$ cat src/rtl/neopixel_chain_if.sv
// neopixel_chain_if: user-side port bundle of the WS2812 strip driver.
// The master side writes colours and requests frames; the slave side is the
// driver, which returns the serial line and its status flags.
interface neopixel_chain_if #(
  parameter int NUM_PIXELS = 10
);

  localparam int AW = (NUM_PIXELS > 1) ? $clog2(NUM_PIXELS) : 1;

  logic          i_wr_en;
  logic [AW-1:0] i_wr_addr;
  logic [7:0]    i_wr_red;
  logic [7:0]    i_wr_green;
  logic [7:0]    i_wr_blue;
  logic          i_refresh;
  logic          i_auto;
  logic          o_dout;
  logic          o_busy;
  logic          o_frame_done;

  modport master (
    output i_wr_en, i_wr_addr, i_wr_red, i_wr_green, i_wr_blue,
    output i_refresh, i_auto,
    input  o_dout, o_busy, o_frame_done
  );

  modport slave (
    input  i_wr_en, i_wr_addr, i_wr_red, i_wr_green, i_wr_blue,
    input  i_refresh, i_auto,
    output o_dout, o_busy, o_frame_done
  );

endinterface

$ cat src/rtl/neopixel_chain.sv
// neopixel_chain: WS2812-style LED strip driver.
// Holds a GRB colour buffer, streams every pixel MSB-first as fixed-length
// one-wire bit periods, then holds the line low for the latch time. The next
// pixel word is prefetched near the end of the current pixel so that pixels
// follow each other with no gap on the wire.
module neopixel_chain #(
  parameter int NUM_PIXELS = 10,
  parameter int T0H_CYC    = 4,
  parameter int T1H_CYC    = 10,
  parameter int TBIT_CYC   = 15,
  parameter int TRESET_CYC = 960
) (
  input logic          CLK,
  input logic          RST,
  neopixel_chain_if.slave bus
);

  localparam int AW  = (NUM_PIXELS > 1) ? $clog2(NUM_PIXELS) : 1;
  localparam int PHW = (TBIT_CYC > 2) ? $clog2(TBIT_CYC) : 2;
  localparam int LW  = (TRESET_CYC > 1) ? $clog2(TRESET_CYC) : 1;

  localparam logic [PHW-1:0] PH_LAST  = PHW'(TBIT_CYC - 1);
  localparam logic [PHW-1:0] T0H_P    = PHW'(T0H_CYC);
  localparam logic [PHW-1:0] T1H_P    = PHW'(T1H_CYC);
  localparam logic [AW-1:0]  PX_LAST  = AW'(NUM_PIXELS - 1);
  localparam logic [LW-1:0]  LT_LAST  = LW'(TRESET_CYC - 1);
  localparam logic [4:0]     BIT_PF   = 5'd22;
  localparam logic [4:0]     BIT_LAST = 5'd23;

  // Reject timing parameters that cannot produce a valid bit waveform.
  if (!((NUM_PIXELS >= 1) && (T0H_CYC > 0) && (T0H_CYC < T1H_CYC) &&
        (T1H_CYC < TBIT_CYC) && (TRESET_CYC >= 1))) begin : g_param_check
    $error("neopixel_chain: invalid NUM_PIXELS/T0H/T1H/TBIT/TRESET combination");
  end

  typedef enum logic [1:0] {
    ST_IDLE  = 2'd0,
    ST_FETCH = 2'd1,
    ST_SEND  = 2'd2,
    ST_LATCH = 2'd3
  } state_t;

  // High time of the current bit, in phase-counter units.
  function automatic logic [PHW-1:0] high_cycles(input logic bit_val);
    return bit_val ? T1H_P : T0H_P;
  endfunction

  // Colour buffer, GRB packed; deliberately outside the reset domain.
  logic [23:0]    mem_r [NUM_PIXELS];
  logic           wr_ok_s;

  state_t         state_r;
  logic           fetch_r;        // second FETCH cycle marker
  logic [PHW-1:0] phase_r;
  logic [4:0]     bit_r;
  logic [AW-1:0]  pix_r;
  logic [LW-1:0]  lat_cnt_r;
  logic [23:0]    shreg_r;        // current pixel, MSB on the wire
  logic [23:0]    pf_r;           // prefetched next pixel word
  logic           pending_r;
  logic           frame_latch_r;  // latch follows a frame (not a reset)
  logic           dout_r;
  logic           busy_r;
  logic           fd_r;

  // Qualify writes: out-of-range pixel indices are dropped.
  always_comb begin
    wr_ok_s = 1'b0;
    if (bus.i_wr_en && (int'(bus.i_wr_addr) < NUM_PIXELS)) begin
      wr_ok_s = 1'b1;
    end else begin
      wr_ok_s = 1'b0;
    end
  end

  // Colour buffer write port; accepted in every state, reads see old data.
  always_ff @(posedge CLK) begin
    if (wr_ok_s) begin
      mem_r[bus.i_wr_addr] <= {bus.i_wr_green, bus.i_wr_red, bus.i_wr_blue};
    end
  end

  // Frame sequencer: counters, shift register and registered outputs.
  always_ff @(posedge CLK or posedge RST) begin
    if (RST) begin
      state_r       <= ST_LATCH;
      fetch_r       <= 1'b0;
      phase_r       <= {PHW{1'b0}};
      bit_r         <= 5'd0;
      pix_r         <= {AW{1'b0}};
      lat_cnt_r     <= {LW{1'b0}};
      shreg_r       <= 24'd0;
      pf_r          <= 24'd0;
      pending_r     <= 1'b0;
      frame_latch_r <= 1'b0;
      dout_r        <= 1'b0;
      busy_r        <= 1'b1;
      fd_r          <= 1'b0;
    end else begin
      fd_r <= 1'b0;
      // Requests arriving while busy collapse into one pending frame;
      // entering FETCH below overrides this with a clear.
      if (bus.i_refresh && (state_r != ST_IDLE)) begin
        pending_r <= 1'b1;
      end

      case (state_r)
        ST_IDLE: begin
          dout_r <= 1'b0;
          if (bus.i_refresh || bus.i_auto) begin
            state_r   <= ST_FETCH;
            fetch_r   <= 1'b0;
            pending_r <= 1'b0;
            busy_r    <= 1'b1;
          end else begin
            busy_r    <= 1'b0;
          end
        end

        ST_FETCH: begin
          busy_r <= 1'b1;
          if (!fetch_r) begin
            // Capture pixel 0 now; a same-cycle write lands after the read.
            pf_r    <= mem_r[{AW{1'b0}}];
            fetch_r <= 1'b1;
            dout_r  <= 1'b0;
          end else begin
            shreg_r <= pf_r;
            phase_r <= {PHW{1'b0}};
            bit_r   <= 5'd0;
            pix_r   <= {AW{1'b0}};
            state_r <= ST_SEND;
            dout_r  <= 1'b1;  // every bit period opens high
          end
        end

        ST_SEND: begin
          if (phase_r == PH_LAST) begin
            phase_r <= {PHW{1'b0}};
            // Grab the next pixel one bit early so it is ready at bit 23.
            if ((bit_r == BIT_PF) && (pix_r != PX_LAST)) begin
              pf_r <= mem_r[pix_r + AW'(1)];
            end
            if (bit_r == BIT_LAST) begin
              bit_r <= 5'd0;
              if (pix_r == PX_LAST) begin
                state_r       <= ST_LATCH;
                lat_cnt_r     <= {LW{1'b0}};
                frame_latch_r <= 1'b1;
                dout_r        <= 1'b0;
              end else begin
                pix_r   <= pix_r + AW'(1);
                shreg_r <= pf_r;
                dout_r  <= 1'b1;
              end
            end else begin
              bit_r   <= bit_r + 5'd1;
              shreg_r <= {shreg_r[22:0], 1'b0};
              dout_r  <= 1'b1;
            end
          end else begin
            phase_r <= phase_r + PHW'(1);
            dout_r  <= ((phase_r + PHW'(1)) < high_cycles(shreg_r[23]));
          end
        end

        ST_LATCH: begin
          dout_r <= 1'b0;
          if (lat_cnt_r == LT_LAST) begin
            fd_r          <= frame_latch_r;
            frame_latch_r <= 1'b0;
            lat_cnt_r     <= {LW{1'b0}};
            if (pending_r || bus.i_refresh || bus.i_auto) begin
              state_r   <= ST_FETCH;
              fetch_r   <= 1'b0;
              pending_r <= 1'b0;
              busy_r    <= 1'b1;
            end else begin
              state_r   <= ST_IDLE;
              busy_r    <= 1'b0;
            end
          end else begin
            lat_cnt_r <= lat_cnt_r + LW'(1);
            busy_r    <= 1'b1;
          end
        end

        default: begin
          state_r       <= ST_LATCH;
          lat_cnt_r     <= {LW{1'b0}};
          frame_latch_r <= 1'b0;
          dout_r        <= 1'b0;
          busy_r        <= 1'b1;
        end
      endcase
    end
  end

  assign bus.o_dout       = dout_r;
  assign bus.o_busy       = busy_r;
  assign bus.o_frame_done = fd_r;

endmodule

$ cat src/flat_wrapper.sv
// flat-port wrapper written by rule: the top's interface ports become plain ports
module neopixel_chain_flat 
#(
  parameter int NUM_PIXELS = 10,
  parameter int T0H_CYC    = 4,
  parameter int T1H_CYC    = 10,
  parameter int TBIT_CYC   = 15,
  parameter int TRESET_CYC = 960
)
  (CLK, RST, bus_i_wr_en, bus_i_wr_addr, bus_i_wr_red, bus_i_wr_green, bus_i_wr_blue, bus_i_refresh, bus_i_auto, bus_o_dout, bus_o_busy, bus_o_frame_done);
  neopixel_chain_if #(.NUM_PIXELS(NUM_PIXELS)) bus_i ();
  input logic CLK;
  input logic RST;
  input wire logic [$bits(bus_i.i_wr_en)-1:0] bus_i_wr_en;
  input wire logic [$bits(bus_i.i_wr_addr)-1:0] bus_i_wr_addr;
  input wire logic [$bits(bus_i.i_wr_red)-1:0] bus_i_wr_red;
  input wire logic [$bits(bus_i.i_wr_green)-1:0] bus_i_wr_green;
  input wire logic [$bits(bus_i.i_wr_blue)-1:0] bus_i_wr_blue;
  input wire logic [$bits(bus_i.i_refresh)-1:0] bus_i_refresh;
  input wire logic [$bits(bus_i.i_auto)-1:0] bus_i_auto;
  output wire logic [$bits(bus_i.o_dout)-1:0] bus_o_dout;
  output wire logic [$bits(bus_i.o_busy)-1:0] bus_o_busy;
  output wire logic [$bits(bus_i.o_frame_done)-1:0] bus_o_frame_done;
  assign bus_i.i_wr_en = bus_i_wr_en;
  assign bus_i.i_wr_addr = bus_i_wr_addr;
  assign bus_i.i_wr_red = bus_i_wr_red;
  assign bus_i.i_wr_green = bus_i_wr_green;
  assign bus_i.i_wr_blue = bus_i_wr_blue;
  assign bus_i.i_refresh = bus_i_refresh;
  assign bus_i.i_auto = bus_i_auto;
  assign bus_o_dout = bus_i.o_dout;
  assign bus_o_busy = bus_i.o_busy;
  assign bus_o_frame_done = bus_i.o_frame_done;
  neopixel_chain #(.NUM_PIXELS(NUM_PIXELS), .T0H_CYC(T0H_CYC), .T1H_CYC(T1H_CYC), .TBIT_CYC(TBIT_CYC), .TRESET_CYC(TRESET_CYC)) u_core (.CLK(CLK), .RST(RST), .bus(bus_i));
endmodule
$ cat config.mk
export PLATFORM = sky130hd
export DESIGN_NAME = neopixel_chain_flat
export DESIGN_NICKNAME = d
export VERILOG_FILES = /design/src/rtl/neopixel_chain_if.sv /design/src/rtl/neopixel_chain.sv /design/src/flat_wrapper.sv
export SDC_FILE = /design/constraint.sdc
export NUM_CORES = 1
export LEC_CHECK = 0
export ABC_AREA = 1
export CELL_PAD_IN_SITES_DETAIL_PLACEMENT = 0
export CELL_PAD_IN_SITES_GLOBAL_PLACEMENT = 2
export CORE_MARGIN = 2
export CORE_UTILIZATION = 42
export CTS_BUF_LIST = sky130_fd_sc_hd__clkbuf_2
export CTS_CLUSTER_SIZE = 25
export DETAILED_ROUTE_END_ITERATION = 8
export PLACE_DENSITY_LB_ADDON = 0.1
export SETUP_SLACK_MARGIN = 0.4
export SLEW_MARGIN = 15
export SYNTH_ARGS = -nofsm -noshare
export SYNTH_HDL_FRONTEND = slang
export SYNTH_SLANG_ARGS = --single-unit
$ cat constraint.sdc
create_clock -name CLK -period 3.3 [get_ports CLK]
set_clock_uncertainty 0.15 [all_clocks]
set_input_delay 0.825 -clock CLK [delete_from_list [all_inputs] [get_ports CLK]]
set_output_delay 0.825 -clock CLK [all_outputs]
set_load 0.01 [all_outputs]
==> impl_results.md <==
* Die H at 187 µm
* Max Slew Vio Count at 0
* Num CTS Buffers at 85
* Clk pwr share at 0.235
* CP Depth at 1
* Largest net degree at the start of global routing at 69
* Final Cell Area at 0.0159 mm²
* Total power at 11900 µW
* FP Rows at 67
* M1 WL at 15.5 mm
* Nets at 1581
* Clk_lat worst skew at 0.96 ns
* Starting density of the core at 0.423
* Area after DPL at 0.0151 mm²
* Syn_area_per_cell at 9.74 µm²
* Tmin final at 2.71 ns
* Clock root cell: clkbuf_2
* Mapped cell area at 0.0141 mm²
* First-pass GRT wire length at 53.0 mm
* Syn Nets at 1498
* HPWL Detailed at 21.3 mm
* Sequential share of power at 0.423
* Sw Ratio at 0.393
* Drt total wl at 33.0 mm
* Worst Path Buf+Inv at 1
* DRT Pass-1 Iters at 5
* Worst vdd ir at 327 µV
* Normalized max-slew margin at 0.494
* Routability Congestion at 0.767
* RSZ-0062 raised after global routing: no
* DR DRC count at 0
* Worst-path clk slew at 0.10 ns
* Worst EP arrival at 1.73 ns
* Worst path required time at 2.32 ns
* Crit path max-delay family: buffers and inverters
* Number of global-route vias before repair at 9735
* Hold Crit Class: in2async
* Routed wl met3 at 1.67 mm
* Core footprint at 0.0334 mm²
* P_leak at 0.00675 µW
* Yosys top cell area share at 0.510
* Die area at 0.0351 mm²
* Highest Clock Rate at 370 MHz
* Sequential cell area fraction in the yosys report at 0.650
* Area Growth Syn to Fin at 12.6%
* Post-synth EDFFs at 240
* I/O Pins at 36
* Register-to-Register Path Depth at 10
* Chip width at 187 µm
* WL/cell at 16.1 µm
* Synth area leader: edfxtp_1
* Top Metal Used: met4
* Clock sink total at 319
* Met2 Routed Length at 15.1 mm
* Mapped Cells at 1451
* Max cap viols at 0
* CP max stage delay at 0.52 ns
* FF+latch count, synth at 319
* Final design utilization at 0.477
* Ys async rst share at 0.248
* Endpoints failing hold at 0
* # hold bufs at CTS at 0
* Port Buf Inserts at 35
* Run status: complete, no violations
* CP max-delay cell: clkdlybuf4s50_1
* Clock tree buffer depth at 3
* CP Class: reg2out
* Share of cells above drive strength 1 at 0.121
* CP max FO at 1
* Initial detailed-routing violation count at 557
* Main synth FF type: edfxtp_1
* Post-route ant nets at 0
* Combinational share of power at 0.342
* CTS tree: yes
* PostCTS Resize Cnt at 1
* Worst-Margin Slew at 0.758 ns
* Worst Setup End Kind: output pin
* Initial antenna violation count at 1
* # setup viols final at 0
* Final Cycle Share at 0.820
* Fill count at 3256
* Ranking of synthesized cells by area: edfxtp_1 51%, nand2_1 14%, dfrtp_1 13%
* Htree depth at 3
* Crit-path cells: clkdlybuf4s50_1
* Routed vias at 9790
* Synth unique cells at 37
* P_sw at 4670 µW
* Gr usage total at 0.194
* Ys Warns at 0
* PwrDens at 746 mW/mm²
* GRT Residual Overflow at 0
* Post-CTS setup buffer count at 0
* CP Launch Type: register
* DR vias/cell at 4.78
* Internal Power at 7200 µW
* Hold_ws at 0.158 ns
-- final timing paths --
check / start / endpoint / slack (ns)
setup / recovery: u_core.bus.o_frame_done / bus_o_frame_done / 0.59
hold / removal: RST / u_core.pf_r[7] / 0.16
setup reg to reg: u_core.state_r[0] / u_core.pf_r[15] / 0.75
hold reg to reg: u_core.bus.o_busy / u_core.bus.o_busy / 0.33
max in group asynchronous: RST / u_core.bus.o_busy / 2.19
min in group CLK: u_core.bus.o_busy / u_core.bus.o_busy / 0.33
-- cells in the final DEF (no fill, tap or decap), types with 9 or more instances in the layout --
cell	count
dfrtp_1	75
o21ai_1	10
clkdlybuf4s50_1	34
buf_4	19
nand4_1	9
edfxtp_1	240
clkinv_1	22
nand3_1	126
nor2_1	110
nand2_1	539
ha_1	13
inv_1	104
buf_12	10
o21ai_0	73
a21oi_1	32
clkbuf_2	122
-- cells by family after synthesis --
logic type                 count (synthesis)  share of synthesized area
adders and majority gates                 14                     0.0124
xor gates and xnor gates                   6                    0.00425
AOI/OAI and AO/OA                        122                     0.0444
buffers and inverters                    178                     0.0549
DFF                                      319                      0.650
and+or+nand+nor                          812                      0.234
-- metrics by stage --
stage          setup TNS, ns  cells  worst slack, ns
2_1_floorplan         -14.80   1451           -0.206
5_1_grt                    0   2049            0.433
3_5_place_dp               0   1895            0.401
3_3_place_gp               0   1895            0.419
6_report                   0   2049            0.594
4_1_cts                    0   2048            0.467
-- synthesized netlist by cell type (7+ instances only) --
cell type / instances
ha_1: 14
buf_2: 28
buf_4: 13
edfxtp_1: 240
nand3_1: 126
nor3_1: 7
clkbuf_1: 20
a21oi_1: 32
nor2_1: 113
nand4_1: 9
o21ai_1: 10
dfrtp_1: 76
inv_1: 106
o21ai_0: 73
nand2_1: 539
-- power groups by stage --
stage	Clock (µW)	Combinational, µW	Sequential (µW)
detailed placement	0	4130	5120
CTS	2920	4160	5030
global placement	0	4090	5110
floorplan	0	3130	5040
finish	2790	4070	5020
global route	3120	4750	5080
-- cell type report --
class	instances	area [µm²]	share of cell area
sequential	319	9190	0.578
multi-input combinational	954	4260	0.267
inverter	110	418	0.0263
clock inverter	31	184	0.0116
antenna	1	2.50	0.000157
timing repair buffer	64	692	0.0435
tap	448	561	0.0352
clock buffer	122	611	0.0384
-- flip-flops by register name, summed over array words and instances (netlist names) --
register and count:
u_core.bus.o_frame_done 1, u_core.pending_r 1, u_core.phase_r 4, u_core.lat_cnt_r 10
u_core.bit_r 5, u_core.bus.o_busy 1, u_core.fetch_r 1, u_core.frame_latch_r 1
u_core.pf_r 24, u_core.mem_r 240, u_core.shreg_r 24, u_core.state_r 2
u_core.pix_r 4, u_core.bus.o_dout 1
-- metal layers --
layer	GRT usage	up-vias
met5	0	-
met4	0.0706	0
met3	0.0407	66
met2	0.302	203
met1	0.271	4523
li1	-	4998
No activity file was read; power rests on OpenSTA's default activity.
